[config.mk]
export PLATFORM = sky130hd
export DESIGN_NAME = hw_timer_avalon_slave
export DESIGN_NICKNAME = d
export VERILOG_FILES = /design/src/rtl/hw_timer_avalon_slave.sv
export SDC_FILE = /design/constraint.sdc
export NUM_CORES = 1
export LEC_CHECK = 0
export ABC_AREA = 0
export BUFFER_PORTS_ARGS = -buffer_cell sky130_fd_sc_hd__buf_2
export CAP_MARGIN = 20
export CORE_MARGIN = 10
export CORE_UTILIZATION = 60
export CTS_CLUSTER_SIZE = 25
export DETAILED_ROUTE_END_ITERATION = 6
export HOLD_SLACK_MARGIN = 0.08
export PLACE_DENSITY = 0.87
export SLEW_MARGIN = 20
export SYNTH_ARGS = -nofsm -noshare
export SYNTH_HDL_FRONTEND = slang
export SYNTH_SLANG_ARGS = --single-unit
[constraint.sdc]
create_clock -name clk -period 3.2 [get_ports clk]
set_input_delay 0.32 -clock clk [delete_from_list [all_inputs] [get_ports clk]]
set_output_delay 0.32 -clock clk [all_outputs]
set_load 0.01 [all_outputs]
[src/rtl/hw_timer_avalon_slave.sv]
// Avalon-MM interval timer: 32-bit down-counter with prescaler, one-shot or
// continuous reload, count snapshot and a level interrupt.
module hw_timer_avalon_slave #(
  parameter int          PRESCALE_W   = 16,
  parameter logic [31:0] RESET_PERIOD = 32'd0
) (
  input  logic        clk,
  input  logic        reset,
  input  logic [2:0]  address,
  input  logic        read,
  input  logic        write,
  input  logic [31:0] writedata,
  output logic [31:0] readdata,
  output logic        irq
);

  logic                  run_r;
  logic                  cont_r;
  logic                  irq_en_r;
  logic                  to_r;
  logic [31:0]           count_r;
  logic [31:0]           period_r;
  logic [31:0]           snap_r;
  logic [PRESCALE_W-1:0] prescale_r;
  logic [PRESCALE_W-1:0] pcnt_r;

  logic                  wr_ctrl_s;
  logic                  wr_status_s;
  logic                  wr_period_s;
  logic                  wr_prescale_s;
  logic                  wr_snap_s;
  logic                  start_s;
  logic                  stop_s;
  logic                  tick_s;
  logic                  expire_s;
  logic                  to_clr_s;
  logic [31:0]           prescale_ext_s;
  logic [31:0]           rd_mux_s;

  // Write decode and prescaler tick; a START or STOP write overrides counting
  always_comb begin
    wr_ctrl_s     = write && (address == 3'd0);
    wr_status_s   = write && (address == 3'd1);
    wr_period_s   = write && (address == 3'd2);
    wr_prescale_s = write && (address == 3'd4);
    wr_snap_s     = write && (address == 3'd5);
    start_s       = wr_ctrl_s && writedata[3];
    stop_s        = wr_ctrl_s && writedata[4];
    to_clr_s      = wr_status_s && writedata[0];
    // >= keeps the prescaler from running to wrap if PRESCALE shrinks mid-run
    tick_s        = run_r && (pcnt_r >= prescale_r) && !start_s && !stop_s;
    expire_s      = tick_s && (count_r == 32'd0);
  end

  // Read data selection from current register state (pre-write values)
  always_comb begin
    prescale_ext_s                   = 32'd0;
    prescale_ext_s[PRESCALE_W-1:0]   = prescale_r;
    case (address)
      3'd0:    rd_mux_s = {27'd0, 2'b00, irq_en_r, cont_r, run_r};
      3'd1:    rd_mux_s = {30'd0, run_r, to_r};
      3'd2:    rd_mux_s = period_r;
      3'd3:    rd_mux_s = count_r;
      3'd4:    rd_mux_s = prescale_ext_s;
      3'd5:    rd_mux_s = snap_r;
      default: rd_mux_s = 32'd0;
    endcase
  end

  // Register file, run control, prescaler and down-counter
  always_ff @(posedge clk) begin
    if (reset) begin
      readdata   <= 32'd0;
      run_r      <= 1'b0;
      cont_r     <= 1'b0;
      irq_en_r   <= 1'b0;
      to_r       <= 1'b0;
      count_r    <= 32'd0;
      period_r   <= RESET_PERIOD;
      snap_r     <= 32'd0;
      prescale_r <= '0;
      pcnt_r     <= '0;
    end else begin
      if (read) begin
        readdata <= rd_mux_s;
      end
      if (wr_ctrl_s) begin
        cont_r   <= writedata[1];
        irq_en_r <= writedata[2];
      end
      if (wr_period_s) begin
        period_r <= writedata;
      end
      if (wr_prescale_s) begin
        prescale_r <= writedata[PRESCALE_W-1:0];
      end
      if (wr_snap_s) begin
        snap_r <= count_r;
      end
      // Expiry has priority over a simultaneous write-1-to-clear
      if (expire_s) begin
        to_r <= 1'b1;
      end else if (to_clr_s) begin
        to_r <= 1'b0;
      end
      if (stop_s) begin
        run_r <= 1'b0;
      end else if (start_s) begin
        run_r   <= 1'b1;
        count_r <= period_r;
        pcnt_r  <= '0;
      end else if (run_r) begin
        if (tick_s) begin
          pcnt_r <= '0;
          if (count_r != 32'd0) begin
            count_r <= count_r - 32'd1;
          end else if (cont_r) begin
            count_r <= period_r;
          end else begin
            run_r <= 1'b0;
          end
        end else begin
          pcnt_r <= pcnt_r + PRESCALE_W'(1);
        end
      end
    end
  end

  assign irq = to_r & irq_en_r;

endmodule
==> results.cfg, run 1 <==
[die]
die_h_um = 137
die_width_um = 137
coreArea_sq_um = 13300
die_area_sq_um = 18700
floorplan.initialDensity = 0.616
boundaryPins = 72
count_of_standard_cell_rows = 42

[worst_hold_path]
worst_hold_path_type = in2reg

[logic_synthesis]
synth-simple-area-share = 0.245
synth.cell_area_sq_um = 8190
yosys.area.top_type_share = 0.401
synth.area.top_cells = sky130_fd_sc_hd__dfxtp_1 (40%), sky130_fd_sc_hd__nand2_1 (10%), sky130_fd_sc_hd__a21oi_1 (10%), sky130_fd_sc_hd__mux2i_1 (5.7%), sky130_fd_sc_hd__nor2_1 (4.0%)
synth_edf_count = 0
syn-num-nets = 1129
synth_ff_type = sky130_fd_sc_hd__dfxtp_1
count_of_cell_types_in_the_netlist = 59
synthMuxAreaShare = 0.0643
post_synth_fa_ha_maj_area_fraction = 0.0290
synthTopCellsByCount = sky130_fd_sc_hd__nand2_1 (221), sky130_fd_sc_hd__a21oi_1 (165), sky130_fd_sc_hd__dfxtp_1 (164)
area_fraction_in_compound_gates_after_synthesis = 0.196
yosys_warnings = 0
synth.most_common_cell = sky130_fd_sc_hd__nand2_1
avgSynthCellArea_sq_um = 7.65
yosysSeqAreaShare = 0.401
synth_top_family_by_area = simple AND/OR/NAND/NOR gates
synth_seq_cells = 164
synth_async_sr_flop_share = 0
synthesis.instances = 1071
synthDominantAreaCellType = sky130_fd_sc_hd__dfxtp_1
post_synth_xor_area_fraction = 0.0150

[setup_path]
worst-setup-path-type = reg2reg
worst-endpoint-required_ps = 3550
worstPathArrival_ps = 3260
worst_setup_path_end_kind = register
critPathLaunchType = register
cp_max_fo = 23

[finish]
finish.net_count = 1167
area_delta_synth_final_pct = 13.9
antenna_diode_count = 0
fillerInstances = 1053
finalInstanceArea_sq_um = 9330
proportion_of_layout_cells_with_a_drive_suffix_above_1 = 0.132
layout.cells.non_filler = 1296

[pwr]
worst_ir_drop_vdd_mv = 0.459
power-per-cell-area_nw_per_um2 = 647
power.static_leakage_nw = 3.52

[cts]
cts_resized = 0
clock-root-buffer = sky130_fd_sc_hd__clkbuf_16
cts_max_path_buffers = 2
tritoncts.num_buffers = 17
clock-sinks = 164
clock_pin_slew_on_the_worst_setup_and_hold_paths_ps = 60
cts-htree-levels = 4
tritoncts = done
cts_hold_buffers = 0
insertion_delay_ps = 440
post_cts.repair.setup_buffers = 0

[timing]
whs_ps = 127
post_layout_worst_setup_margin_ps = 293
final.setup_skew_ps = 9.57
worst_pin_slew_ps = 900
max_freq_ghz = 0.344
setup_viol = 0
timing.final.crit_share = 0.908
rsz0062_at_grt = no
timing_hold_violations_final = 0
finalSetupTns_ps = 0
timing.final.max_slew_violations = 0
slew-limit-headroom = 0.400
finalWorstPathRequiredPeriod_ps = 2910

[detailed_routing]
vias_per_cell = 6.02
avgRoutedWirePerCell_um = 16.9
drcViolationCount = 0
dr.pass1.iters = 5
antenna_violating_nets_post_route = 0
total_number_of_vias = 7803
detailedRoute.firstIterationViolations = 899
totalWireLength_um = 21900

[place]
gpl.final_weighted_congestion = 0.913
number_of_port_buffers = 71
hpwlAfterDp_um = 14400
worst_setup_timing_slack_at_the_placement_stage_ps = 376
place.detailed.instances = 1266
post_dp_cell_area_sq_um = 8660

[grt]
globalRoute.totalOverflow = 0
initial_antenna_violation_count = 0
grtUsageTotal = 0.231
grt_pass1_vias = 7175
first_pass_grt_wire_length_um = 35500
grt_max_degree = 58

[outcome]
run_status = finished, final reports clean

[job]
max-cap-violations = 0
-- path summary, 6_finish.rpt --
| path | to | from | slack, ps | cells after the start |
|---|---|---|---|---|
| max reg2reg | count_r[28] | pcnt_r[0] | 290 | 11 |
| max | count_r[28] | pcnt_r[0] | 290 | 11 |
| min reg2reg | snap_r[0] | snap_r[0] | 460 | 2 |
| min | period_r[31] | writedata[31] | 130 | 3 |
-- through the flow --
stage                     utilization  power, W
after floorplan                     -   0.00335
after global placement          0.651   0.00369
after detailed placement        0.651   0.00371
after CTS                       0.702   0.00602
after global routing            0.702   0.00630
final                           0.702   0.00604
-- sequential cells by signal, indices dropped and copies added (netlist names) --
signal	count
cont_r	1
count_r	32
irq_en_r	1
pcnt_r	16
period_r	32
prescale_r	16
readdata	32
run_r	1
snap_r	32
to_r	1
-- logic make-up after synthesis --
kind of cell | after synthesis
xor+xnor | 14
fa+ha+maj | 19
compound gates | 285
mux | 52
simple gates | 437
buf+inv | 100
flops | 164
-- worst max-delay path: stages, from the launching register on --
cell                        delay [ps]
sky130_fd_sc_hd__dfxtp_1           410
sky130_fd_sc_hd__inv_1              70
sky130_fd_sc_hd__ha_1              260
sky130_fd_sc_hd__nand2b_1          130
sky130_fd_sc_hd__a2111oi_0         580
sky130_fd_sc_hd__a2111oi_0         170
sky130_fd_sc_hd__a211o_1           300
sky130_fd_sc_hd__buf_4             170
sky130_fd_sc_hd__a21oi_4           120
sky130_fd_sc_hd__buf_4             270
sky130_fd_sc_hd__o21ai_0           170
sky130_fd_sc_hd__a21oi_1           180
-- cells in the final DEF, fill, tap and decap left out, types with 5 or more instances in the layout --
| master | Yosys | final |
|---|---|---|
| sky130_fd_sc_hd__a21o_1 | 17 | 17 |
| sky130_fd_sc_hd__a21oi_1 | 165 | 165 |
| sky130_fd_sc_hd__and2_1 | 9 | 9 |
| sky130_fd_sc_hd__buf_2 | 11 | 70 |
| sky130_fd_sc_hd__buf_4 | 3 | 24 |
| sky130_fd_sc_hd__bufinv_16 | 0 | 6 |
| sky130_fd_sc_hd__clkbuf_16 | 0 | 17 |
| sky130_fd_sc_hd__dfxtp_1 | 164 | 164 |
| sky130_fd_sc_hd__ha_1 | 19 | 19 |
| sky130_fd_sc_hd__inv_1 | 24 | 24 |
| sky130_fd_sc_hd__mux2_2 | 5 | 5 |
| sky130_fd_sc_hd__mux2i_1 | 47 | 47 |
| sky130_fd_sc_hd__nand2_1 | 221 | 221 |
| sky130_fd_sc_hd__nand2b_1 | 9 | 9 |
| sky130_fd_sc_hd__nand3_1 | 22 | 22 |
| sky130_fd_sc_hd__nand4_1 | 9 | 9 |
| sky130_fd_sc_hd__nor2_1 | 88 | 86 |
| sky130_fd_sc_hd__nor2b_1 | 32 | 32 |
| sky130_fd_sc_hd__nor3_1 | 13 | 13 |
| sky130_fd_sc_hd__nor4_1 | 7 | 7 |
| sky130_fd_sc_hd__o21ai_0 | 58 | 58 |
| sky130_fd_sc_hd__o21ai_1 | 6 | 5 |
| sky130_fd_sc_hd__o22ai_1 | 13 | 13 |
| sky130_fd_sc_hd__xnor2_1 | 5 | 5 |
| sky130_fd_sc_hd__xor2_1 | 9 | 9 |
-- metal layers --
metal  routed length [um]  track usage
met2                10100        0.362
met1                 9560        0.305
met3                 1710       0.0466
met4                  493       0.0913
met5                    0            0
-- report_power, final --
group / leakage (nW) / switching, W / internal, W
logic: 1.87 / 0.00103 / 0.000544
registers: 1.32 / 0.0000544 / 0.00209
clock network: 0.328 / 0.000816 / 0.00151
total: 3.52 / 0.00190 / 0.00414
-- area by class of cell --
class,count,area (sq um),share of cell area
Timing Repair Buffer,95,551,0.0590
Sequential cell,164,3280,0.352
Tap cell,176,220,0.0236
Multi-Input combinational cell,807,4510,0.484
Clock buffer,20,467,0.0500
Inverter,24,90.1,0.00966
Clock inverter,10,203,0.0217
Note: power is estimated with default switching activity, not from simulation.
==> inputs of run 2 (changes only) <==
CORE_ASPECT_RATIO = 0.75   (was unset)
clock period = 3 ns   (was 3.2 ns; I/O delays follow)
==> run 2 against run 1 <==
Flip-flop and latch count unchanged. Total power is 3.2% higher. Die area rose by 0.26%. Core utilization grew 0.49 points. Critical path depth decreased by 1. Routed wire length shrank 0.95%. Global-route usage shrank 0.42 points. Combinational power rose by 11%.
==> results.cfg, run 2 (synthesis gave the netlist of run 1 again) <==
[outcome]
run_status = finished, final reports clean

[cts]
clock_pin_slew_on_the_worst_setup_and_hold_paths_ps = 60
cts-htree-levels = 4
clock-root-buffer = sky130_fd_sc_hd__clkbuf_16
post_cts.repair.setup_buffers = 0
tritoncts = done
tritoncts.num_buffers = 17
cts_hold_buffers = 0
cts_max_path_buffers = 2
insertion_delay_ps = 430
clock-sinks = 164

[die]
coreArea_sq_um = 13200
die_width_um = 155
boundaryPins = 72
count_of_standard_cell_rows = 36
die_h_um = 121
floorplan.initialDensity = 0.621
die_area_sq_um = 18800

[grt]
grt_pass1_vias = 7265
globalRoute.totalOverflow = 0
grt_max_degree = 57
first_pass_grt_wire_length_um = 35700
grtUsageTotal = 0.227
initial_antenna_violation_count = 0

[detailed_routing]
detailedRoute.firstIterationViolations = 920
total_number_of_vias = 7830
totalWireLength_um = 21700
vias_per_cell = 6.02
drcViolationCount = 0
dr.pass1.iters = 5
antenna_violating_nets_post_route = 0
avgRoutedWirePerCell_um = 16.7

[finish]
antenna_diode_count = 0
finish.net_count = 1174
fillerInstances = 1076
area_delta_synth_final_pct = 13.8
final_cell_mix = sky130_fd_sc_hd__nand2_1 (221), sky130_fd_sc_hd__a21oi_1 (165), sky130_fd_sc_hd__dfxtp_1 (164)
mostFrequentLayoutCell = sky130_fd_sc_hd__nand2_1
proportion_of_layout_cells_with_a_drive_suffix_above_1 = 0.137

[place]
worst_setup_timing_slack_at_the_placement_stage_ps = 14.7
number_of_port_buffers = 71
hpwlAfterDp_um = 14600
gpl.final_weighted_congestion = 0.893

[pwr]
total_power_w = 0.00624
power-per-cell-area_nw_per_um2 = 669
power.static_leakage_nw = 3.52
worst_ir_drop_vdd_mv = 0.472

[timing]
post_layout_worst_setup_margin_ps = 195
finalWorstPathRequiredPeriod_ps = 2810
max_freq_ghz = 0.356
final.setup_skew_ps = 7.00
timing.final.crit_share = 0.935
slew-limit-headroom = 0.427
timing.final.max_slew_violations = 0
rsz0062_at_grt = no
worst_pin_slew_ps = 860
setup_viol = 0
timing_hold_violations_final = 0
finalSetupTns_ps = 0

[setup_path]
worst_setup_path_end_kind = register
cp_slowest_cell = sky130_fd_sc_hd__dfxtp_1
worst-endpoint-required_ps = 3340
worst-setup-path-type = reg2reg
crit_buf_inv = 2
cp_max_fo = 13
timing.critical_path.max_delay_family = compound AO/OA/AOI/OAI gates
worstPathArrival_ps = 3150
series_of_cell_instances_along_the_critical_path = inv_1, ha_1, and4_1, nand2_1, a2111oi_2, a211o_1, a21o_1, buf_4, o21ai_0, a221oi_1
worst_path_largest_cell_delay_ps = 390
critPathLaunchType = register

[job]
max-cap-violations = 0

[worst_hold_path]
worst_hold_path_type = in2reg
## run 2: changes by cell type in the layout (fill, tap and decap cells not counted)
cell                         before  now
sky130_fd_sc_hd__clkbuf_1         0    5
sky130_fd_sc_hd__clkinv_4         0    1
sky130_fd_sc_hd__clkinvlp_4       1    2
sky130_fd_sc_hd__nor2_1          86   85
sky130_fd_sc_hd__bufinv_16        6    3
sky130_fd_sc_hd__buf_12           1    2
sky130_fd_sc_hd__nor2_4           0    1
sky130_fd_sc_hd__clkbuf_8         3    1
sky130_fd_sc_hd__a2111oi_0        2    0
sky130_fd_sc_hd__buf_4           24   30
sky130_fd_sc_hd__a2111oi_2        0    2
## run 2: final timing paths
check	start	endpoint	slack, ps	cells past startpoint
worst max register to register	prescale_r[15]	count_r[0]	190	10
worst min-delay path	writedata[18]	period_r[18]	100	3
worst min register to register	snap_r[30]	snap_r[30]	460	2
worst max-delay path	prescale_r[15]	count_r[0]	190	10
## run 2: timing repair
item / 4_1_cts / 5_1_grt
resized for setup: 1 / 3
setup endpoints to repair: 2 / 14
cloned: 0 / 0
pin swaps: 0 / 1
## run 2: area by class of cell
type / instances / area [sq um] / area share
multi-input combinational: 807 / 4530 / 0.486
clock buffer: 23 / 458 / 0.0491
inverter: 24 / 90.1 / 0.00966
sequential: 164 / 3280 / 0.352
timing repair buffer: 102 / 616 / 0.0660
clock inverter: 9 / 129 / 0.0138
tap: 171 / 214 / 0.0229
## run 2: stage by stage
step | hold slack (ps) | cell area [sq um] | utilization | instances
2_1_floorplan | 433 | 8190 | - | 1071
3_3_place_gp | 442 | 8720 | 0.661 | 1268
3_5_place_dp | 447 | 8720 | 0.661 | 1268
4_1_cts | 93.8 | 9310 | 0.705 | 1300
5_1_grt | 100 | 9320 | 0.706 | 1300
6_report | 97.2 | 9320 | 0.706 | 1300
## run 2: layer usage
layer,share of wire,GRT usage,vias to the layer above
li1,-,-,3752
met1,0.45,0.309,3675
met2,0.44,0.338,363
met3,0.095,0.0595,40
met4,0.018,0.0830,0
met5,0,0,-
## run 2: tightest hold or removal path, cell delays in order
cell,delay (ps)
sky130_fd_sc_hd__buf_2,90
sky130_fd_sc_hd__nand2_1,40
sky130_fd_sc_hd__a21oi_1,50
## run 2: power by group
group | internal, W | total [W] | leakage [nW] | switching [W]
clock | 0.00133 | 0.00221 | 0.281 | 0.000877
combinational | 0.000621 | 0.00175 | 1.92 | 0.00113
sequential | 0.00222 | 0.00228 | 1.32 | 0.0000550
==> inputs of run 3 (changes only) <==
ABC_AREA = 1   (was 0)
==> run 3 against run 2 <==
Flip-flop and latch count is the same. Design area grew 0.85%. Combinational power shrank 83%. Core utilization shrank 2.0 points. Critical endpoint is now count_r[4]. Non-clock buffer count shrank 12.
==> results.cfg, run 3 <==
[finish]
final_cell_mix = sky130_fd_sc_hd__nand2_1 (299), sky130_fd_sc_hd__nor2_1 (181), sky130_fd_sc_hd__dfxtp_1 (164)
final_util = 0.686
proportion_of_layout_cells_with_a_drive_suffix_above_1 = 0.108
antenna_diode_count = 0
fillerInstances = 1159
mostFrequentLayoutCell = sky130_fd_sc_hd__nand2_1
layout.area.seq_sq_um = 3280
finish.net_count = 1356
area_delta_synth_final_pct = 12.3
multi_input_comb_area_sq_um = 4280
finalInstanceArea_sq_um = 9400

[timing]
final.setup_skew_ps = 9.31
finalSetupTns_ps = 0
max_freq_ghz = 0.391
setup_viol = 0
slew-limit-headroom = 0.468
timing_hold_violations_final = 0
worst_pin_slew_ps = 796
timing.final.max_slew_violations = 0
post_layout_worst_setup_margin_ps = 442
finalWorstPathRequiredPeriod_ps = 2560
rsz0062_at_grt = no
timing.final.crit_share = 0.853

[logic_synthesis]
synth_top_family_by_area = simple AND/OR/NAND/NOR gates
synthesis.instances = 1251
post_synth_xor_area_fraction = 0.0230
synth_ff_type = sky130_fd_sc_hd__dfxtp_1
yosysSeqAreaShare = 0.392
avgSynthCellArea_sq_um = 6.69
yosys_warnings = 0
synth_seq_cells = 164
synth.most_common_cell = sky130_fd_sc_hd__nand2_1
synth_async_sr_flop_share = 0
synthMuxAreaShare = 0
synth_edf_count = 0
post_synth_fa_ha_maj_area_fraction = 0.0284
synth.area.top_cells = sky130_fd_sc_hd__dfxtp_1 (39%), sky130_fd_sc_hd__nand2_1 (13%), sky130_fd_sc_hd__nor2_1 (8.1%), sky130_fd_sc_hd__a21oi_1 (7.2%), sky130_fd_sc_hd__o21ai_0 (6.7%)
count_of_cell_types_in_the_netlist = 40
synth.cell_area_sq_um = 8370
synth-simple-area-share = 0.271
synthTopCellsByCount = sky130_fd_sc_hd__nand2_1 (299), sky130_fd_sc_hd__nor2_1 (181), sky130_fd_sc_hd__dfxtp_1 (164)
synthDominantAreaCellType = sky130_fd_sc_hd__dfxtp_1
syn-num-nets = 1309
area_fraction_in_compound_gates_after_synthesis = 0.189
yosys.area.top_type_share = 0.392

[die]
boundaryPins = 72
die_h_um = 122
die_area_sq_um = 19100
floorplan.initialDensity = 0.611
die_width_um = 156
count_of_standard_cell_rows = 37
coreArea_sq_um = 13700

[worst_hold_path]
worst_hold_path_type = in2reg

[cts]
cts_hold_buffers = 0
clock-sinks = 164
cts_max_path_buffers = 2
tritoncts = done
insertion_delay_ps = 440
cts-htree-levels = 4
clock-root-buffer = sky130_fd_sc_hd__clkbuf_16
post_cts.repair.setup_buffers = 0
tritoncts.num_buffers = 17
cts_resized = 0
clock_pin_slew_on_the_worst_setup_and_hold_paths_ps = 60

[setup_path]
worstPathArrival_ps = 2920
critPathLaunchType = register
worst_setup_path_end_kind = register
cp_max_fo = 31
worst-setup-path-type = reg2reg
worst-endpoint-required_ps = 3360

[pwr]
worst_ir_drop_vdd_mv = 0.470
power.static_leakage_nw = 4.35
power-per-cell-area_nw_per_um2 = 500

[place]
post_dp_cell_area_sq_um = 8800
gpl.final_weighted_congestion = 0.926
hpwlAfterDp_um = 16600
worst_setup_timing_slack_at_the_placement_stage_ps = 628
number_of_port_buffers = 71

[grt]
globalRoute.totalOverflow = 0
first_pass_grt_wire_length_um = 38500
grtUsageTotal = 0.247
grt_pass1_vias = 7863
initial_antenna_violation_count = 0
grt_max_degree = 54

[detailed_routing]
avgRoutedWirePerCell_um = 16.0
drcViolationCount = 0
antenna_violating_nets_post_route = 0
dr.pass1.iters = 5
total_number_of_vias = 8489
totalWireLength_um = 23800
vias_per_cell = 5.71
detailedRoute.firstIterationViolations = 1004

[outcome]
run_status = finished, final reports clean

[job]
max-cap-violations = 0
[run 3: per-layer routing]
metal	track usage	vias up	share of wire
met5	0	-	0
met4	0.0806	0	0.021
met3	0.0703	43	0.11
met2	0.381	440	0.43
li1	-	4129	-
met1	0.329	3877	0.44
[run 3: power breakdown]
part | total (W) | internal (W) | switching [W]
clock | 0.00218 | 0.00131 | 0.000872
sequential | 0.00223 | 0.00221 | 0.0000160
combinational | 0.000292 | 0.0000847 | 0.000207
total | 0.00470 | 0.00361 | 0.00110
[run 3: cell families after synthesis]
logic type               after synthesis
XOR/XNOR                              22
adder cells (fa/ha/maj)               19
AO/OA/AOI/OAI                        290
AND/OR/NAND/NOR                      557
flip-flops                           164
buffers and inverters                199
[run 3: critical path, stage by stage, from the launching register on]
cell,delay (ps)
sky130_fd_sc_hd__dfxtp_1,370
sky130_fd_sc_hd__inv_1,80
sky130_fd_sc_hd__ha_1,280
sky130_fd_sc_hd__nand2_1,50
sky130_fd_sc_hd__nor2_1,80
sky130_fd_sc_hd__nor2_1,50
sky130_fd_sc_hd__nand2_1,60
sky130_fd_sc_hd__nand2_1,60
sky130_fd_sc_hd__nand2_1,110
sky130_fd_sc_hd__nand2_1,90
sky130_fd_sc_hd__nand2_1,150
sky130_fd_sc_hd__nand2_2,110
sky130_fd_sc_hd__nand2_2,120
sky130_fd_sc_hd__nand3_4,290
sky130_fd_sc_hd__buf_4,330
sky130_fd_sc_hd__nand2_1,80
sky130_fd_sc_hd__nand2_1,60
sky130_fd_sc_hd__nor2_1,130
[run 3: cell type report]
| class | instances | area share |
|---|---|---|
| multi-input cells | 888 | 0.455 |
| clock buffers | 24 | 0.0523 |
| flip-flops and latches | 164 | 0.349 |
| well taps | 175 | 0.0233 |
| clock inverters | 8 | 0.0105 |
| inverters | 137 | 0.0547 |
| repair buffers | 90 | 0.0546 |
[run 3: final timing paths]
check	from	to	slack, ps	cells after the start
worst max-delay path	pcnt_r[0]	count_r[4]	440	17
worst min-delay path	writedata[31]	period_r[31]	90	3
worst max register to register	pcnt_r[0]	count_r[4]	440	17
worst min register to register	snap_r[6]	snap_r[6]	460	2
[run 3: per-stage QoR]
step,hold slack (ps),power (W),cells
after floorplan,424,0.00245,1251
after global placement,434,0.00255,1453
final,92.9,0.00470,1486
after global routing,99.0,0.00483,1486
after CTS,80.3,0.00471,1485
after detailed placement,447,0.00256,1453
